**src/rtl/hazard_scheduler.sv**
```systemverilog
// rtl/hazard_scheduler.sv - in-order issue scoreboard with RAW, branch-shadow and halt interlocks
module hazard_scheduler #(
    parameter int WB_DIST = 2,
    parameter int BR_LAT  = 2
) (
    input  logic        clk1,
    input  logic        rst_n,
    input  logic        id_valid,
    input  logic [31:0] id_instr,
    output logic        issue,
    output logic        stall,
    output logic        halted,
    output logic [15:0] stall_count
);

    localparam logic [1:0] WB_LOAD = 2'(WB_DIST - 1);
    localparam logic [1:0] BR_LOAD = 2'(BR_LAT);

    logic [1:0]  pend_q [32];
    logic [1:0]  pend_d [32];
    logic [1:0]  br_cnt_q, br_cnt_d;
    logic        halted_q, halted_d;
    logic [15:0] stall_count_q, stall_count_d;

    logic [5:0]  op;
    logic [4:0]  rs, rt, rd, wr_reg;
    logic        rd_rs, rd_rt, wr_en, is_br, is_hlt, hazard;
    logic        unused_low;

    assign op         = id_instr[31:26];
    assign rs         = id_instr[25:21];
    assign rt         = id_instr[20:16];
    assign rd         = id_instr[15:11];
    assign unused_low = ^id_instr[10:0];

    always_comb begin
        rd_rs  = 1'b0;
        rd_rt  = 1'b0;
        wr_en  = 1'b0;
        wr_reg = rd;
        is_br  = 1'b0;
        is_hlt = 1'b0;
        if (op <= 6'd5) begin
            rd_rs = 1'b1;
            rd_rt = 1'b1;
            wr_en = 1'b1;
        end else if (op == 6'b001000 || (op >= 6'b001010 && op <= 6'b001100)) begin
            rd_rs  = 1'b1;
            wr_en  = 1'b1;
            wr_reg = rt;
        end else if (op == 6'b001001) begin
            rd_rs = 1'b1;
            rd_rt = 1'b1;
        end else if (op == 6'b001101 || op == 6'b001110) begin
            rd_rs = 1'b1;
            is_br = 1'b1;
        end else if (op == 6'b111111) begin
            is_hlt = 1'b1;
        end
    end

    // pend_q[0] is held at zero, so R0 reads never see a hazard
    assign hazard = (rd_rs && rs != 5'd0 && pend_q[rs] != 2'd0) ||
                    (rd_rt && rt != 5'd0 && pend_q[rt] != 2'd0);

    assign issue       = id_valid & ~hazard & ~halted_q & (br_cnt_q == 2'd0);
    assign stall       = id_valid & ~issue;
    assign halted      = halted_q;
    assign stall_count = stall_count_q;

    always_comb begin
        for (int i = 0; i < 32; i++) begin
            pend_d[i] = (pend_q[i] != 2'd0) ? pend_q[i] - 2'd1 : 2'd0;
        end
        // a fresh write restarts the count, overriding the decrement (WAW)
        if (issue && wr_en && wr_reg != 5'd0) begin
            pend_d[wr_reg] = WB_LOAD;
        end
        pend_d[0] = 2'd0;

        br_cnt_d = br_cnt_q;
        if (issue && is_br) begin
            br_cnt_d = BR_LOAD;
        end else if (br_cnt_q != 2'd0) begin
            br_cnt_d = br_cnt_q - 2'd1;
        end

        halted_d = halted_q | (issue & is_hlt);

        stall_count_d = stall_count_q;
        if (stall && stall_count_q != 16'hFFFF) begin
            stall_count_d = stall_count_q + 16'd1;
        end
    end

    always_ff @(posedge clk1 or negedge rst_n) begin
        if (!rst_n) begin
            for (int i = 0; i < 32; i++) begin
                pend_q[i] <= 2'd0;
            end
            br_cnt_q      <= 2'd0;
            halted_q      <= 1'b0;
            stall_count_q <= 16'd0;
        end else begin
            for (int i = 0; i < 32; i++) begin
                pend_q[i] <= pend_d[i];
            end
            br_cnt_q      <= br_cnt_d;
            halted_q      <= halted_d;
            stall_count_q <= stall_count_d;
        end
    end

endmodule

```
**config.mk**
```make
export PLATFORM = sky130hd
export DESIGN_NAME = hazard_scheduler
export DESIGN_NICKNAME = d
export VERILOG_FILES = /design/src/rtl/hazard_scheduler.sv
export SDC_FILE = /design/constraint.sdc
export NUM_CORES = 1
export LEC_CHECK = 0
export CORE_MARGIN = 5
export CORE_UTILIZATION = 56
export CTS_CLUSTER_DIAMETER = 120
export CTS_CLUSTER_SIZE = 12
export DETAILED_ROUTE_END_ITERATION = 6
export HOLD_SLACK_MARGIN = 0.06
export PLACE_DENSITY = 0.81
export SYNTH_ARGS = -nofsm -noshare
export SYNTH_HDL_FRONTEND = slang
export SYNTH_SLANG_ARGS = --single-unit
```
**constraint.sdc**
```tcl
create_clock -name clk1 -period 3 [get_ports clk1]
set_input_delay 0.45 -clock clk1 [delete_from_list [all_inputs] [get_ports clk1]]
set_output_delay 0.45 -clock clk1 [all_outputs]
set_load 0.02 [all_outputs]
```
# == After elaboration in Yosys (flattened, before gate mapping) ==
# Index checks and enable logic that the tools add are counted.
# word_totals
ff_bits,81
latch_bits,0
ramBits,0
rom_bits,0
input_bits,35
mem_count,0
# op_classes
add_sub_neg,33
multipliers,0
n_div,0
magnitude_cmp,7
eq_ne,6
shift,0
mux,61
bitwise_logic,15
n_reduce_logical,52
# op_table
cell,n
two-way mux 2 bit,38
nonzero test 2 bit,35
"subtractor 2 x 1 -> 2 bit, second input constant",32
two-way mux 62 bit,1
bitwise AND 31 bit,1
NOT 31 bit,1
bitwise OR 31 bit,1
"equality test 6 x 4 -> 1 bit, second input constant",4
binary-select mux 2 bit (select 5 bit),2
">= comparator 6 bit, second input constant",3
NOT 5 -> 6 bit,3
two-way mux 1 bit,17
"adder 16 x 1 -> 16 bit, second input constant",1
"!= test 16 bit, second input constant",1
nonzero test 5 bit,3
demux 2 bit (select 5 bit),1
logical AND 1 bit,10
two-way mux 5 bit,2
"equality test 6 bit, second input constant",1
">= comparator 6 x 4 -> 1 bit, second input constant",1
"less-or-equal comparator 6 x 3 -> 1 bit, second input constant",1
"less-or-equal comparator 6 x 4 -> 1 bit, second input constant",1
"< comparator 6 x 1 -> 1 bit, second input constant",1
bitwise AND 1 bit,5
4 further kinds,8

# == Logic depth before layout (Yosys ltp) ==
# Gate-level depths: netlist of the first run.
# depth
depth_word,16
ltp_mapped,11
depth_no_buf,9

# == Least setup slack after synthesis of the first run ==
# Ideal clock, no wire load.
# synth_timing
path_kind,input -> output
startpoint,in id_instr[17]
endpoint,out stall
arrival_time_ns,2.194
path_slack_ns,0.356
path_stages,9
n_path_buf,3
cell_sequence,buf_6 > buf_8 > mux4_2 > o22ai_1 > a31oi_1 > o31ai_4 > or2_1 > buf_6 > and2_1
# synth_between
elab_chain_cells,13
elab_cells_between_ends,15
cone_classes,3 x mux; 7 x bitwise; 5 x reduce/logical
# synth_lines
item,line,source
"start, declared",9,"input logic [31:0] id_instr,"
NOT 5 -> 6 bit (not written as such),64,(rd_rt && rt != 5'd0 && pend_q[rt] != 2'd0);
binary-select mux 2 bit (select 5 bit),64,
two-way mux 2 bit (not written as such) (2 in a row),64,
nonzero test 2 bit,64,
logical AND 1 bit *,64,
logical OR 1 bit *,63,assign hazard = (rd_rs && rs != 5'd0 && pend_q[rs] != 2'd0) ||
NOT 1 bit *,66,assign issue = id_valid & ~hazard & ~halted_q & (br_cnt_q == 2'd0);
bitwise AND 1 bit * (3 in a row),66,
NOT 1 bit *,67,assign stall = id_valid & ~issue;
bitwise AND 1 bit *,67,
"end, declared",11,"output logic stall,"
# Every way passes the cells marked *; elsewhere a longest branch is shown, timed or not. The select of a mux whose other input is x is not followed.

# == Final worst setup path of the first run ==
# layout_timing
startpoint,reg pend_q[8] in the netlist's numbering
endpoint,out stall
# layout_between
elab_chain_cells,12
elab_cells_between_ends,17
cone_classes,6 x mux; 6 x bitwise; 5 x reduce/logical
# layout_lines
item,line,source
"start, declared",19,logic [1:0] pend_q [32];
"start signal, assigned by index",106,pend_q[i] <= pend_d[i];
binary-select mux 2 bit (select 5 bit) (on tied branches),"63, 64",
two-way mux 2 bit (on tied branches) (2 in a row),"63, 64",
nonzero test 2 bit (on tied branches),"63, 64",
logical AND 1 bit (on tied branches),"63, 64",
logical OR 1 bit *,63,
NOT 1 bit *,66,
bitwise AND 1 bit * (3 in a row),66,
NOT 1 bit *,67,
bitwise AND 1 bit *,67,
# Marked as above.

==> impl_results.md, run 1 <==
* Number of synthesized flops with an enable pin at 0
* Critical-path cell list: nor2_1 > a21oi_1 > mux4_2 > mux2i_4 > o311ai_4 > or2_1 > and2_4 > buf_6
* Post-synth cell types at 52
* Synth Area in Compound Gates at 18.2%
* Core ar. at 7610 um^2
* Largest cells by area after synthesis: dfrtp_1, a21oi_1, nand2_1
* GRT overflow at 0
* Antenna cells at 0
* Clk_lat worst skew at 360 ps
* Post-synthesis xor/xnor area fraction at 3.04%
* Max-slew violations at 0
* Tot GR Track Use at 25.9%
* Clock slew at reported path FFs at 80 ps
* Total I/O pin count at 54
* Clk sinks at 81
* Async S/R FF share, synth at 100%
* Simple-gate share of the synthesized area at 20.1%
* HP Class: in2async
* Worst slew margin at 33.7%
* Die ar. at 9580 um^2
* Smallest hold slack at 256 ps
* RD Place Congestion at 0.935
* Initial antenna violation count at 0
* Nets at 593
* H-tree depth at 3
* Synth top cells by count: dfrtp_1, nand2_1, a21oi_1
* Wire per inst at 18.6 um
* Worst R2R Path Depth at 11
* Die Y at 97.9 um
* Via density at 5.87
* P&R area growth vs syn at 26.0%
* Critical Path Source Type: flip-flop
* Outcome: finished clean
* First-pass GRT wire length at 19.7 mm
* VDD IR max at 301 uV
* Synth Flop Type: dfrtp_1
* Largest delay share family, worst path: multiplexers
* Multiplexer share of the synthesized area at 4.69%
* Critical path fanouts, max at 3
* Residual DRC count at 0
* CP peak stage delay at 490 ps
* Clock skew at 10.5 ps
* Hold Violations, Final at 0
* Syn Area/Cell at 9.34 um^2
* Crit Path Class: reg2out
* Synth Warn # at 0
* Post-route antenna net violation count at 0
* Placement Rows at 32
* Post-Synth Adder-Cell Area at 0.579%
* Actual slew at the worst max-slew pin at 995 ps
* Num CTS Buffers at 9
* Pin count of the biggest net entering global routing at 82
* Tcrit/Tclk final at 97.5%
* Share of cells above drive strength 1 at 17.7%
* Crit path time final at 2920 ps
* Setup WS pre-CTS at -616 ps
* Critical Path AT at 2470 ps
* Final setup violation count at 0
* CTS tree: done
* Fin worst setup slack at 75.6 ps
* Largest area contributor in the netlist: dfrtp_1
* Combinational family with the most area after synthesis: simple AND/OR/NAND/NOR gates
* Count leader, synth: dfrtp_1
* RSZ-0062 raised after global routing: no
* Hold bufs inserted after CTS at 0
* Synth Instances at 463
* Initial Utilization at 56.9%
* Fmax at 342 MHz
* Yosys reg bits at 81
* Register area share after synthesis at 46.9%
* Setup crit end kind: output pin
* Via count at 3879
* Iteration count of the initial detailed-routing pass at 5
* Share of the synthesized area in the top cell type at 46.9%
* Crit-path slowest cell: mux4_2
* MaxCap Viol Count at 0
* Required @ worst endpoint at 2550 ps
* WP buf/inv at 1
* Mapped Nets at 500
* DPL Wire Length at 9.12 mm
* Max Root-Sink Buffers at 2
* Initial DRC count at 324
* CTS root buf: clkbuf_8
* Die Width at 97.9 um
* Lkg Pwr at 2.40 nW
* Levels on crit path at 8
* Final Routed Wirelength at 12.3 mm
* IO buf count at 42
* Number of global-route vias before repair at 3793
* Cell Area, Synth at 4330 um^2
* Cell area power density at 512 nW/um^2
-- worst paths after layout --
check / from / slack [ps] / to
max reg2reg: pend_q[8] / 230 / pend_q[42]
max: pend_q[8] / 80 / stall
min reg2reg: stall_count[9] / 490 / stall_count[9]
max in group asynchronous: rst_n / 2100 / pend_q[23]
min in group clk1: stall_count[9] / 490 / stall_count[9]
min: rst_n / 260 / pend_q[6]
-- power breakdown --
| part | internal (W) | switching (W) |
|---|---|---|
| combinational | 0.000344 | 0.000385 |
| clock | 0.000457 | 0.000372 |
| sequential | 0.00116 | 0.0000744 |
-- sequential cells by signal (all words and copies together) (netlist names) --
name and count:
br_cnt_q 2, halted 1, pend_q 62, stall_count 16
-- timing repair --
action	4_1_cts	5_1_grt
setup buffers	1	3
pin swaps	3	7
gates resized for setup	26	12
setup endpoints to repair	2	2
-- layout make-up --
| type | instances | area, um^2 |
|---|---|---|
| Clock inverter | 4 | 70.1 |
| Multi-Input combinational cell | 326 | 2070 |
| Tap cell | 102 | 128 |
| Fill cell | 562 | 2160 |
| Sequential cell | 81 | 2030 |
| Timing Repair Buffer | 96 | 871 |
| Clock buffer | 10 | 128 |
| Inverter | 42 | 158 |
-- cell usage in the layout (no fill, tap or decap), types with 11 or more instances in the layout --
master           count
buf_4               48
a21oi_1             47
nor3_1              19
dfrtp_1             81
o21ai_0             11
nor2_1              43
clkdlybuf4s50_1     34
nand2_1             57
xor2_1              12
inv_1               40
o22ai_1             32
-- routing by layer --
layer	wire length, um	track usage, %
met1	5280	35.6
met2	5950	40.9
met3	817	5.21
met4	273	9.48
met5	0	0
-- per-stage QoR --
stage / util (%) / power (W) / instance area (um^2) / cells / setup TNS, ps
2_1_floorplan: - / 0.00162 / 4330 / 463 / 0
3_3_place_gp: 67.6 / 0.00193 / 5140 / 643 / -9600
3_5_place_dp: 67.6 / 0.00195 / 5140 / 643 / -17540
4_1_cts: 70.8 / 0.00279 / 5390 / 658 / 0
5_1_grt: 71.6 / 0.00292 / 5450 / 661 / 0
6_report: 71.6 / 0.00279 / 5450 / 661 / 0
-- cells by family after synthesis --
logic type | count (synthesis)
flops | 81
xor+xnor | 15
simple gates | 178
fa+ha+maj | 2
mux | 10
buf+inv | 56
compound gates | 121
-- worst reg2reg max path: cells and delay by family (launching register included) --
family,cells,cell delay (ps)
muxes,2,680
buffers and inverters,3,590
and+or+nand+nor,3,560
AOI/OAI and AO/OA,3,420
DFF,1,410
No activity file was read; power rests on OpenSTA's default activity.
==> run 2: changes to the inputs <==
- CORE_ASPECT_RATIO: unset -> 0.8
==> run 2 against run 1 <==
Against the previous run: cell count decreased by 0.30%; critical path depth up 1; die area up 0.11%; clock skew rose by 2.2 ps; register-to-register slack better by 100 ps; worst setup slack improved by 2.0 ps; maximum frequency barely moved.
==> impl_results.md, run 2 (synthesized netlist as in run 1, its figures left out) <==
* Largest register FFs at 62 (unchanged)
* Hold bufs inserted after CTS at 0 (unchanged)
* Share of cells above drive strength 1 at 17.3% (-0.38 points)
* Smallest hold slack at 232 ps (-24.0 ps)
* Initial Utilization at 58.0% (+1.1 points)
* Largest Register: pend_q
* Critical Path AT at 2470 ps (about the same)
* Fmax at 342 MHz (about the same)
* Final cell count without fillers at 659 (-0.30%)
* Outcome: finished clean
* Final setup violation count at 0 (unchanged)
* H-tree depth at 3 (unchanged)
* Clk sinks at 81 (unchanged)
* Residual DRC count at 0 (unchanged)
* Antenna cells at 0 (unchanged)
* Total Power at 0.00277 W (-0.56%)
* HP Class: in2async
* WP buf/inv at 2 (+1)
* Max-slew violations at 0 (unchanged)
* Fin area at 5450 um^2 (unchanged)
* Sw power at 0.000869 W (+4.5%)
* Tcrit/Tclk final at 97.4% (about the same)
* VDD IR max at 417 uV (+39%)
* DPL Wire Length at 8.98 mm (-1.6%)
* Most common library cell in the layout ignoring fill and taps: dfrtp_1
* Critical path fanouts, max at 2 (-1)
* Crit-path slowest cell: or4_4
* Power share of the clock group at 29.4% (-0.3 points)
* Via count at 3927 (+1.2%)
* RD Place Congestion at 1.00 (+7.4%)
* Largest delay share family, worst path: simple AND/OR/NAND/NOR gates
* Nets at 586 (-1.2%)
* Post-CTS setup buffer count at 0 (-1)
* Setup crit end kind: output pin
* CP peak stage delay at 540 ps (+50 ps)
* Post-route antenna net violation count at 0 (unchanged)
* Wire per inst at 18.9 um (+1.4%)
* RSZ-0062 raised after global routing: no
* Initial DRC count at 298 (-8.0%)
* Clock slew at reported path FFs at 80 ps (about the same)
* Setup_tns at 0 ps (unchanged)
* Placed cell count at 641 (-0.31%)
* P_int at 0.00190 W (-2.7%)
* Critical Path Source Type: input pin
* Via density at 5.96 (+1.5%)
* GRT overflow at 0 (unchanged)
* Sequential fraction of design power at 44.4% (+0.3 points)
* Clk_lat worst skew at 370 ps (about the same)
* First-pass GRT wire length at 19.6 mm (-0.84%)
* Required @ worst endpoint at 2550 ps (about the same)
* CTS tree: done
* IO buf count at 42 (unchanged)
* Die ar. at 9590 um^2 (+0.11%)
* Cell area power density at 509 nW/um^2 (-0.56%)
* Sw frac at 31.3% (+1.5 points)
* Most frequent cells in the layout: dfrtp_1, nand2_1, a21oi_1
* Hold Violations, Final at 0 (unchanged)
* Initial antenna violation count at 0 (unchanged)
* Crit Path Class: in2out
* P&R area growth vs syn at 26.0% (unchanged)
* Worst slew margin at 33.8% (+0.15 points)
* CTS root buf: clkbuf_8
* Fillers at 544 (-3.2%)
* Crit path time final at 2920 ps (-1.97 ps)
* Die Y at 88.6 um (-9.5%)
* Levels on crit path at 9 (+1)
* Clock skew at 12.6 ps (+2.18 ps)
* Max Root-Sink Buffers at 2 (unchanged)
* Iteration count of the initial detailed-routing pass at 6 (+1)
* MaxCap Viol Count at 0 (unchanged)
* Tot GR Track Use at 27.3% (+1.4 points)
* Pin count of the biggest net entering global routing at 82 (unchanged)
* Lkg Pwr at 2.37 nW (-1.2%)
* Dpl cell area at 5150 um^2 (about the same)
* Core ar. at 7460 um^2 (-1.9%)
* Total I/O pin count at 54 (unchanged)
* Number of global-route vias before repair at 3915 (+3.2%)
* Placement Rows at 28 (-13%)
* Final Routed Wirelength at 12.5 mm (+1.1%)
* Critical-path cell list: clkdlybuf4s50_1 > nor2b_1 > o21a_1 > nand4_1 > or4_4 > o311ai_4 > or2_1 > and2_4 > buf_6
* Worst R2R Path Depth at 11 (unchanged)
* Actual slew at the worst max-slew pin at 992 ps (-2.25 ps)
* Comb pwr share at 26.2% (about the same)
* Num CTS Buffers at 9 (unchanged)
* Die Width at 108 um (+11%)
## run 2: cell types whose count changed in the layout (fill, tap and decap cells not counted), moves of 2 or more
cell        before  now
buf_12           2    5
buf_4           48   40
buf_2            0    2
buf_6            7    3
clkinvlp_4       0    3
## run 2: what timing repair did
action	4_1_cts	5_1_grt
pin swaps	5	3
resized for setup	26	10
endpoints found under the hold margin	0	0
endpoints found under the setup margin	2	2
gates cloned	1	1
## run 2: final cells by class
class	count	area, um^2	share of cell area [%]
Clock inverter	6	66.3	1.22
Tap cell	105	131	2.41
Multi-Input combinational cell	326	2100	38.5
Inverter	42	158	2.89
Sequential cell	81	2030	37.2
Clock buffer	10	138	2.53
Timing Repair Buffer	89	835	15.3
## run 2: through the flow
| step | worst slack (ps) | utilization, % |
|---|---|---|
| 6_report | 77.6 | 73.0 |
| 5_1_grt | 20.2 | 73.0 |
| 4_1_cts | 4.20 | 72.3 |
| 3_5_place_dp | -575 | 69.0 |
| 3_3_place_gp | -539 | 69.0 |
| 2_1_floorplan | 356 | - |
## run 2: routing by layer
| metal | up-vias | routed length [um] | GRT usage, % |
|---|---|---|---|
| met5 | - | 0 | 0 |
| met4 | 0 | 440 | 12.3 |
| met3 | 48 | 1040 | 8.02 |
| met2 | 187 | 5790 | 42.9 |
| met1 | 1882 | 5180 | 35.5 |
| li1 | 1810 | - | - |
## run 2: power by group through the flow
stage | Clock (W) | Combinational [W] | Sequential [W]
finish | 0.000816 | 0.000725 | 0.00123
global route | 0.000877 | 0.000786 | 0.00124
CTS | 0.000835 | 0.000711 | 0.00123
global placement | 0 | 0.000687 | 0.00124
floorplan | 0 | 0.000330 | 0.00129
detailed placement | 0 | 0.000707 | 0.00125
## run 2: path summary, 6_finish.rpt
path                                     start              to  slack [ps]
min in group clk1               stall_count[9]  stall_count[9]         480
worst min-delay path                     rst_n       pend_q[2]         230
worst min register to register  stall_count[9]  stall_count[9]         480
worst max register to register      pend_q[14]      pend_q[17]         330
worst max-delay path              id_instr[29]           stall          80
max in group asynchronous                rst_n      pend_q[48]        2120
==> run 3: changes to the inputs <==
- PLACE_DENSITY: 0.81 -> 0.8
- SLEW_MARGIN: unset -> 20
==> run 3 against run 2 <==
Against the previous run: clock power grew 6.6%; global-route usage down 0.51 points; largest power group unchanged; via count up 0.87%; non-clock buffer count is 1 higher; combinational power about the same.
==> impl_results.md, run 3 (synthesized netlist as in run 1, its figures left out) <==
* Placed cell count at 641 (unchanged)
* Worst R2R Path Depth at 11 (unchanged)
* Total I/O pin count at 54 (unchanged)
* Post-route antenna net violation count at 0 (unchanged)
* Actual slew at the worst max-slew pin at 730 ps (-262 ps)
* Most common library cell in the layout ignoring fill and taps: dfrtp_1
* Critical path fanouts, max at 3 (+1)
* P&R area growth vs syn at 26.4%
* CTS root buf: clkbuf_8
* Antenna cells at 0 (unchanged)
* Lkg Pwr at 2.39 nW (+0.81%)
* Initial DRC count at 403 (+35%)
* GRT overflow at 0 (unchanged)
* First-pass GRT wire length at 19.5 mm (-0.28%)
* Cell area power density at 517 nW/um^2 (+1.7%)
* DPL Wire Length at 8.84 mm (-1.5%)
* Crit path time final at 2930 ps (+4.56 ps)
* Largest delay share family, worst path: multiplexers
* CP peak stage delay at 500 ps (-40 ps)
* CTS tree: done
* Pin count of the biggest net entering global routing at 82 (unchanged)
* Critical Path AT at 2480 ps (about the same)
* Die ar. at 9590 um^2 (unchanged)
* Die Y at 88.6 um (unchanged)
* Max Root-Sink Buffers at 2 (unchanged)
* Iteration count of the initial detailed-routing pass at 5 (-1)
* Initial antenna violation count at 0 (unchanged)
* Clock skew at 11.7 ps (-0.932 ps)
* Nets at 587 (+0.17%)
* Share of cells above drive strength 1 at 18.2% (+0.87 points)
* Wire per inst at 18.5 um (-1.9%)
* Outcome: finished clean
* Core ar. at 7460 um^2 (unchanged)
* Clk sinks at 81 (unchanged)
* Placement Rows at 28 (unchanged)
* Crit-path slowest cell: mux4_2
* Worst slew margin at 51.3% (+17 points)
* Hold bufs inserted after CTS at 0 (unchanged)
* Required @ worst endpoint at 2550 ps (about the same)
* FF-to-FF End: pend_q[31]
* Critical Path Source Type: flip-flop
* Most frequent cells in the layout: dfrtp_1, nand2_1, a21oi_1
* R2R setup slack at 320 ps (about the same)
* MaxCap Viol Count at 0 (unchanged)
* Total Power at 0.00283 W (+2.0%)
* Via density at 6.00 (+0.71%)
* HP Class: in2async
* Via count at 3961 (+0.87%)
* Largest Register: pend_q
* Final cell count without fillers at 660 (+0.15%)
* RD Place Congestion at 1.02 (+1.7%)
* IO buf count at 42 (unchanged)
* Final Core Density at 73.3% (+0.23 points)
* Clock slew at reported path FFs at 90 ps (about the same)
* Tcrit/Tclk final at 97.6% (+0.15 points)
* Critical-path cell list: nor2_1 > a21oi_1 > mux4_2 > mux2i_4 > o311ai_4 > or2_1 > and2_4 > buf_6
* Largest register FFs at 62 (unchanged)
* H-tree depth at 3 (unchanged)
* Levels on crit path at 8 (-1)
* WP buf/inv at 1 (-1)
* Fillers at 553 (+1.7%)
* Clk_lat worst skew at 370 ps (about the same)
* Num CTS Buffers at 9 (unchanged)
* Die Width at 108 um (unchanged)
* Fmax at 342 MHz (-0.16%)
* Initial Utilization at 58.0% (unchanged)
* Tot GR Track Use at 26.8% (-0.51 points)
* Max-slew violations at 0 (unchanged)
* Setup crit end kind: output pin
* Number of global-route vias before repair at 3819 (-2.5%)
* Residual DRC count at 0 (unchanged)
* Final Routed Wirelength at 12.2 mm (-1.8%)
* Crit Path Class: reg2out
* Final setup violation count at 0 (unchanged)
* Reg2Reg Launch Point: pend_q[32]
* Hold Violations, Final at 0 (unchanged)
* VDD IR max at 276 uV (-34%)
[run 3: cell types whose count changed in the layout (fill, tap and decap cells not counted), sizes merged]
cell,change
clkdlybuf4s50,-1
clkinvlp,-2
dlymetal6s2s,+1
clkinv,-1
bufinv,+1
buf,+1
clkbuf,+2
[run 3: layer usage]
layer / up-vias / part of all wire (%) / GRT usage, %
met3: 36 / 8.2 / 5.11
li1: 1810 / - / -
met1: 1919 / 43 / 38.2
met2: 196 / 46 / 42.2
met4: 0 / 2.3 / 8.03
met5: - / 0 / 0
[run 3: area by class of cell]
type	count	area (um^2)	share of cell area [%]
Multi-Input combinational cell	326	2120	38.8
Sequential cell	81	2030	37.1
Clock buffer	12	135	2.47
Inverter	42	160	2.93
Tap cell	105	131	2.40
Timing Repair Buffer	90	816	14.9
Clock inverter	4	76.3	1.40
[run 3: worst max-delay path by stage]
stage                        to    startpoint
final                     stall    pend_q[32]
after global routing      stall     pend_q[6]
after CTS                 stall  id_instr[22]
after detailed placement  stall  id_instr[23]
after global placement    issue  id_instr[23]
after floorplan           stall  id_instr[17]
[run 3: repair_timing]
action,in CTS,in global routing
setup buffers,1,0
pin swaps,4,8
resized for setup,31,15
setup endpoints to repair,2,2
endpoints found under the hold margin,0,0
gates cloned,1,1
[run 3: where the power goes]
part | total [W] | switching (W) | internal, W
clock network | 0.000870 | 0.000397 | 0.000473
logic | 0.000728 | 0.000386 | 0.000343
registers | 0.00123 | 0.0000743 | 0.00116
total | 0.00283 | 0.000857 | 0.00197
[run 3: through the flow]
step	area [um^2]	hold WS [ps]	setup TNS (ps)	worst slack, ps
2_1_floorplan	4330	154	0	356
4_1_cts	5390	277	0	1.55
3_5_place_dp	5110	482	-12370	-564
6_report	5470	73.6	0	73.0
5_1_grt	5470	176	-1.33	-1.33
3_3_place_gp	5110	474	-11960	-567
==> edit 1 (settings of run 2) <==
Make the reset (`rst_n`) synchronous in one clocked block.
--- a/src/rtl/hazard_scheduler.sv
+++ b/src/rtl/hazard_scheduler.sv
@@ -95,3 +95,3 @@
 
-    always_ff @(posedge clk1 or negedge rst_n) begin
+    always_ff @(posedge clk1) begin
         if (!rst_n) begin
Behaviour: differs if rst_n is asserted again (counterexample within 4 cycles, from zero or initial values and one cycle with rst_n low); with rst_n held inactive, the same outputs for 10 cycles.
==> edit 1 against run 2 <==
Worst setup slack got worse by 7.6 ps; design area increased by 0.87%; area after synthesis decreased by 1.3%; via count up 14%; core utilization grew 0.98 points; die area fell by 1.2%; wire length grew 1.0%; sequential cell count did not move; highest routed layer unchanged.
Power is not compared: it rests on default switching activity, and its combinational part moved more than twofold at a synthesized area within 25%.
==> edit 1: results <==
[run_status]
status = "finished, final reports clean"

[worst_setup_path]
crit_start = "id_instr[16]"
crit_fanout = 9
r2r_start = "pend_q[9][1]"
cp.arrival_ps = 2480

[grt]
antenna_found_initial = 0
grt_pass1_wl_microns = 20100
grt_start_max_net_pins = 43
grt_pass1_vias = 4206
grt_use_total_pct = 27.0

[routing]
met2WireLength_microns = 5680
initialDrtViolationCount = 390
dr.pass1.iters = 5
wl_met3_microns = 1200
wire_per_inst_microns = 16.8
top_layer = "met4"
wl_met1_microns = 5420
vias = 4469

[min_path]
min-delay-start = "br_cnt_q[0]"
worstHoldPathType = "reg2reg"

[yosys]
synth_commonest_cells = "dfxtp_1 (81), nor2_1 (68), nor3_1 (57), nand2_1 (53), nand3_1 (41)"
ys_seq_area_share_pct = 38.0
synth.distinct_cells = 51
synth_area_leaders = "dfxtp_1 (38%), nor3_1 (6.7%), nor2_1 (6.0%), o21a_1 (5.8%), nand3_1 (4.8%)"
async_flop_share_pct = 0
synth_nets = 586
synth_flop_cell = "dfxtp_1"

[timing]
slew_headroom_pct = 48.4
fin_skew_ps = 8.62

[placed_design]
numPortBuffers = 42
dpl.hpwl_microns = 9000
dp_slack_ps = -526
routabilityCongestion = 0.986

[final_layout]
nets = 675
drive_gt1_share_pct = 16.9
largest_register_ff_count = 62
antennaDiodeCount = 0
fill_cells = 593

[pwr]
ir_worst_vdd_v = 0.000326
leakage_nw = 2.14

[clock_network]
root_buffer = "clkbuf_8"
clock_latency_ps = 370
cts.htree.levels = 3
cts_buffers = 9
clock_path_buffers = 2
clkTransAtPathRegs_ps = 80
[edit 1: cell types whose count changed in the layout (fill, tap and decap cells not counted), sizes merged, moves of 31 or more]
| cell | delta |
|---|---|
| dfrtp | -81 |
| dfxtp | +81 |
| inv | -32 |
| nand3 | +32 |
| nor3 | +31 |
| o22ai | -31 |
[edit 1: metal layers]
| layer | global-route usage, % | vias up |
|---|---|---|
| li1 | - | 2143 |
| met1 | 36.7 | 2107 |
| met2 | 41.4 | 187 |
| met3 | 7.66 | 32 |
| met4 | 9.40 | 0 |
| met5 | 0 | - |
[edit 1: critical path, stage by stage]
cell and delay, ps:
clkdlybuf4s50_1 490, buf_4 200, nor3_1 70, a2111oi_1 590, a2111oi_2 80, a2bb2oi_2 200, nand2_2 100, inv_2 60
nor2_1 90, buf_4 150
[edit 1: worst paths after layout]
kind | end | cells after the start | slack [ps]
worst min-delay path | br_cnt_q[0] | 1 | 450
worst min register to register | br_cnt_q[0] | 1 | 450
worst max register to register | stall_count[12] | 11 | 110
worst max-delay path | stall | 10 | 70
[edit 1: power breakdown]
part / internal, mW / switching, mW
logic: 0.145 / 0.185
clock network: 0.408 / 0.411
registers: 1.08 / 0.00360
total: 1.63 / 0.599
[edit 1: cell type report]
type,count,area share (%)
multi-input combinational,430,46.2
sequential,81,29.6
timing repair buffer,107,17.5
clock buffer,10,2.50
tap,105,2.39
clock inverter,6,1.18
inverter,10,0.683
[edit 1: cell families (layout without fill, tap and decap cells)]
kind of cell	Yosys count	count (layout)	synth area share, %
buf+inv	39	133	3.84
fa+ha+maj	1	1	0.293
flops	81	81	38.0
simple gates	302	302	34.8
compound gates	108	108	17.7
xor+xnor	3	3	0.616
mux	16	16	4.72
[edit 1: what timing repair did]
item                       in CTS  in global routing
pin swaps                       4                  2
setup endpoints to repair       2                  3
gates cloned                    0                  1
buffers inserted                2                  1
gates resized for setup        14                 12
[edit 1: metrics by stage]
step,std cells,hold WS [ps],TNS (ps),instance area [sq um]
after global routing,749,485,0,5500
after detailed placement,729,437,-13890,5200
after floorplan,550,416,0,4270
after CTS,747,448,0,5420
after global placement,729,428,-7730,5200
final,749,449,0,5500
==> edit 2 (settings of run 2) <==
Without the edit above. Register the output `stall_count` once more, without a reset; this adds one clock of latency there. The other outputs are not delayed to match.
--- a/src/rtl/hazard_scheduler.sv
+++ b/src/rtl/hazard_scheduler.sv
@@ -68,3 +68,5 @@
     assign halted      = halted_q;
-    assign stall_count = stall_count_q;
+    always_ff @(posedge clk1) begin
+        stall_count <= stall_count_q;
+    end
 
Behaviour: not the same (a bounded check fails within 4 cycles, from zero or initial values and one cycle with rst_n low).
==> edit 2 against run 2 <==
The run now ends with negative setup slack left; critical path depth shrank 1; power grew 9.6%; wire length grew 6.2%; worst setup slack lost 150 ps; area after synthesis grew 8.7%; non-clock buffer count grew 41; design area grew 13%; sequential cell count grew 16; largest cell class is now flip-flops and latches; largest power group unchanged.
==> edit 2: results <==
[placed_design]
dp_cells = 699
routabilityCongestion = 0.999
dpl_cell_area_sq_um = 5800
dpl.hpwl_microns = 9620
dp_slack_ps = -880

[final_layout]
drive_gt1_share_pct = 26.1
fin_cells = 724
nets = 648

[run_status]
status = "complete, but fails checks"
violations = "negative setup slack"

[clock_network]
cts_buffers = 9
cts-resized-gates = 40
postCtsSetupRepairBufs = 8

[yosys]
yosys_warnings = 0
async_flop_share_pct = 83.5
netlist_instances = 488
ys_seq_area_share_pct = 49.9
synth_area_leaders = "dfrtp_1 (43%), dfxtp_1 (6.8%), nand2_1 (5.7%), nor2_1 (4.5%), a21oi_1 (4.0%)"
synth_nets = 525
synth.distinct_cells = 53

[grt]
grt_pass1_vias = 4182
grt_pass1_wl_microns = 21200
grt_use_total_pct = 26.0

[routing]
wire_per_inst_microns = 18.3
routed_via_density = 5.90
initialDrtViolationCount = 370
dr.pass1.iters = 5

[pwr]
leakage_nw = 2.63
ir_worst_vdd_v = 0.000431
switching_share_pct = 30.0

[worst_setup_path]
crit_start = "pend_q[0]"
crit_fanout = 3
crit_end = "stall"
cp.arrival_ps = 2620
cp_slowest_stage_delay_ps = 580
rrSetupSlack_ps = -30
r2r_end = "pend_q[12]"
r2r_cells = 10

[timing]
layout_setup_ws_ps = -74.4
holdWs_ps = 245
setup_viol = 9
worst_pin_slew_ps = 992
fin_skew_ps = 6.05
==> edit 2: cell types whose count changed after synthesis, sizes merged, moves of 8 or more <==
cell	change
dfxtp	+16
xnor2	+10
a21oi	-9
xor2	-11
nor3	-8
nor2	+14
nand2	+14
==> edit 2: per-stage QoR <==
step	TNS [ps]	total power [mW]
after floorplan	0	1.89
after global placement	-38680	2.16
after detailed placement	-46250	2.20
after CTS	-81.0	3.04
after global routing	-1320	3.19
final	-173	3.04
==> edit 2: power groups by stage <==
| stage | registers [mW] | clock network (mW) | logic, mW |
|---|---|---|---|
| 2_1_floorplan | 1.56 | 0 | 0.326 |
| 3_3_place_gp | 1.51 | 0 | 0.652 |
| 3_5_place_dp | 1.52 | 0 | 0.673 |
| 4_1_cts | 1.50 | 0.842 | 0.699 |
| 5_1_grt | 1.51 | 0.905 | 0.773 |
| 6_report | 1.49 | 0.832 | 0.715 |
==> edit 2: cells by family after synthesis <==
logic type                 after synthesis  share of synthesized area, %
AOI/OAI and AO/OA                      116                          17.1
and+or+nand+nor                        190                          18.9
xor gates and xnor gates                14                          2.61
muxes                                   13                          5.67
adders and majority gates                2                         0.532
buffers and inverters                   56                          5.32
DFF                                     97                          49.9
==> edit 2: final cells by class <==
cell class	instances	area, sq um
clock buffers	10	128
well taps	108	135
fillers	572	1880
repair buffers	130	1120
multi-input cells	335	2230
flip-flops and latches	97	2350
inverters	38	143
clock inverters	6	67.6
==> edit 2: metal layers <==
| metal | routed length [microns] | vias to the layer above | global-route usage (%) | part of all wire (%) |
|---|---|---|---|---|
| met5 | 0 | - | 0 | 0 |
| met4 | 276 | 0 | 7.51 | 2.1 |
| met3 | 1010 | 35 | 6.32 | 7.6 |
| met2 | 6150 | 190 | 41.5 | 47 |
| met1 | 5780 | 2087 | 35.7 | 44 |
| li1 | - | 1960 | - | - |
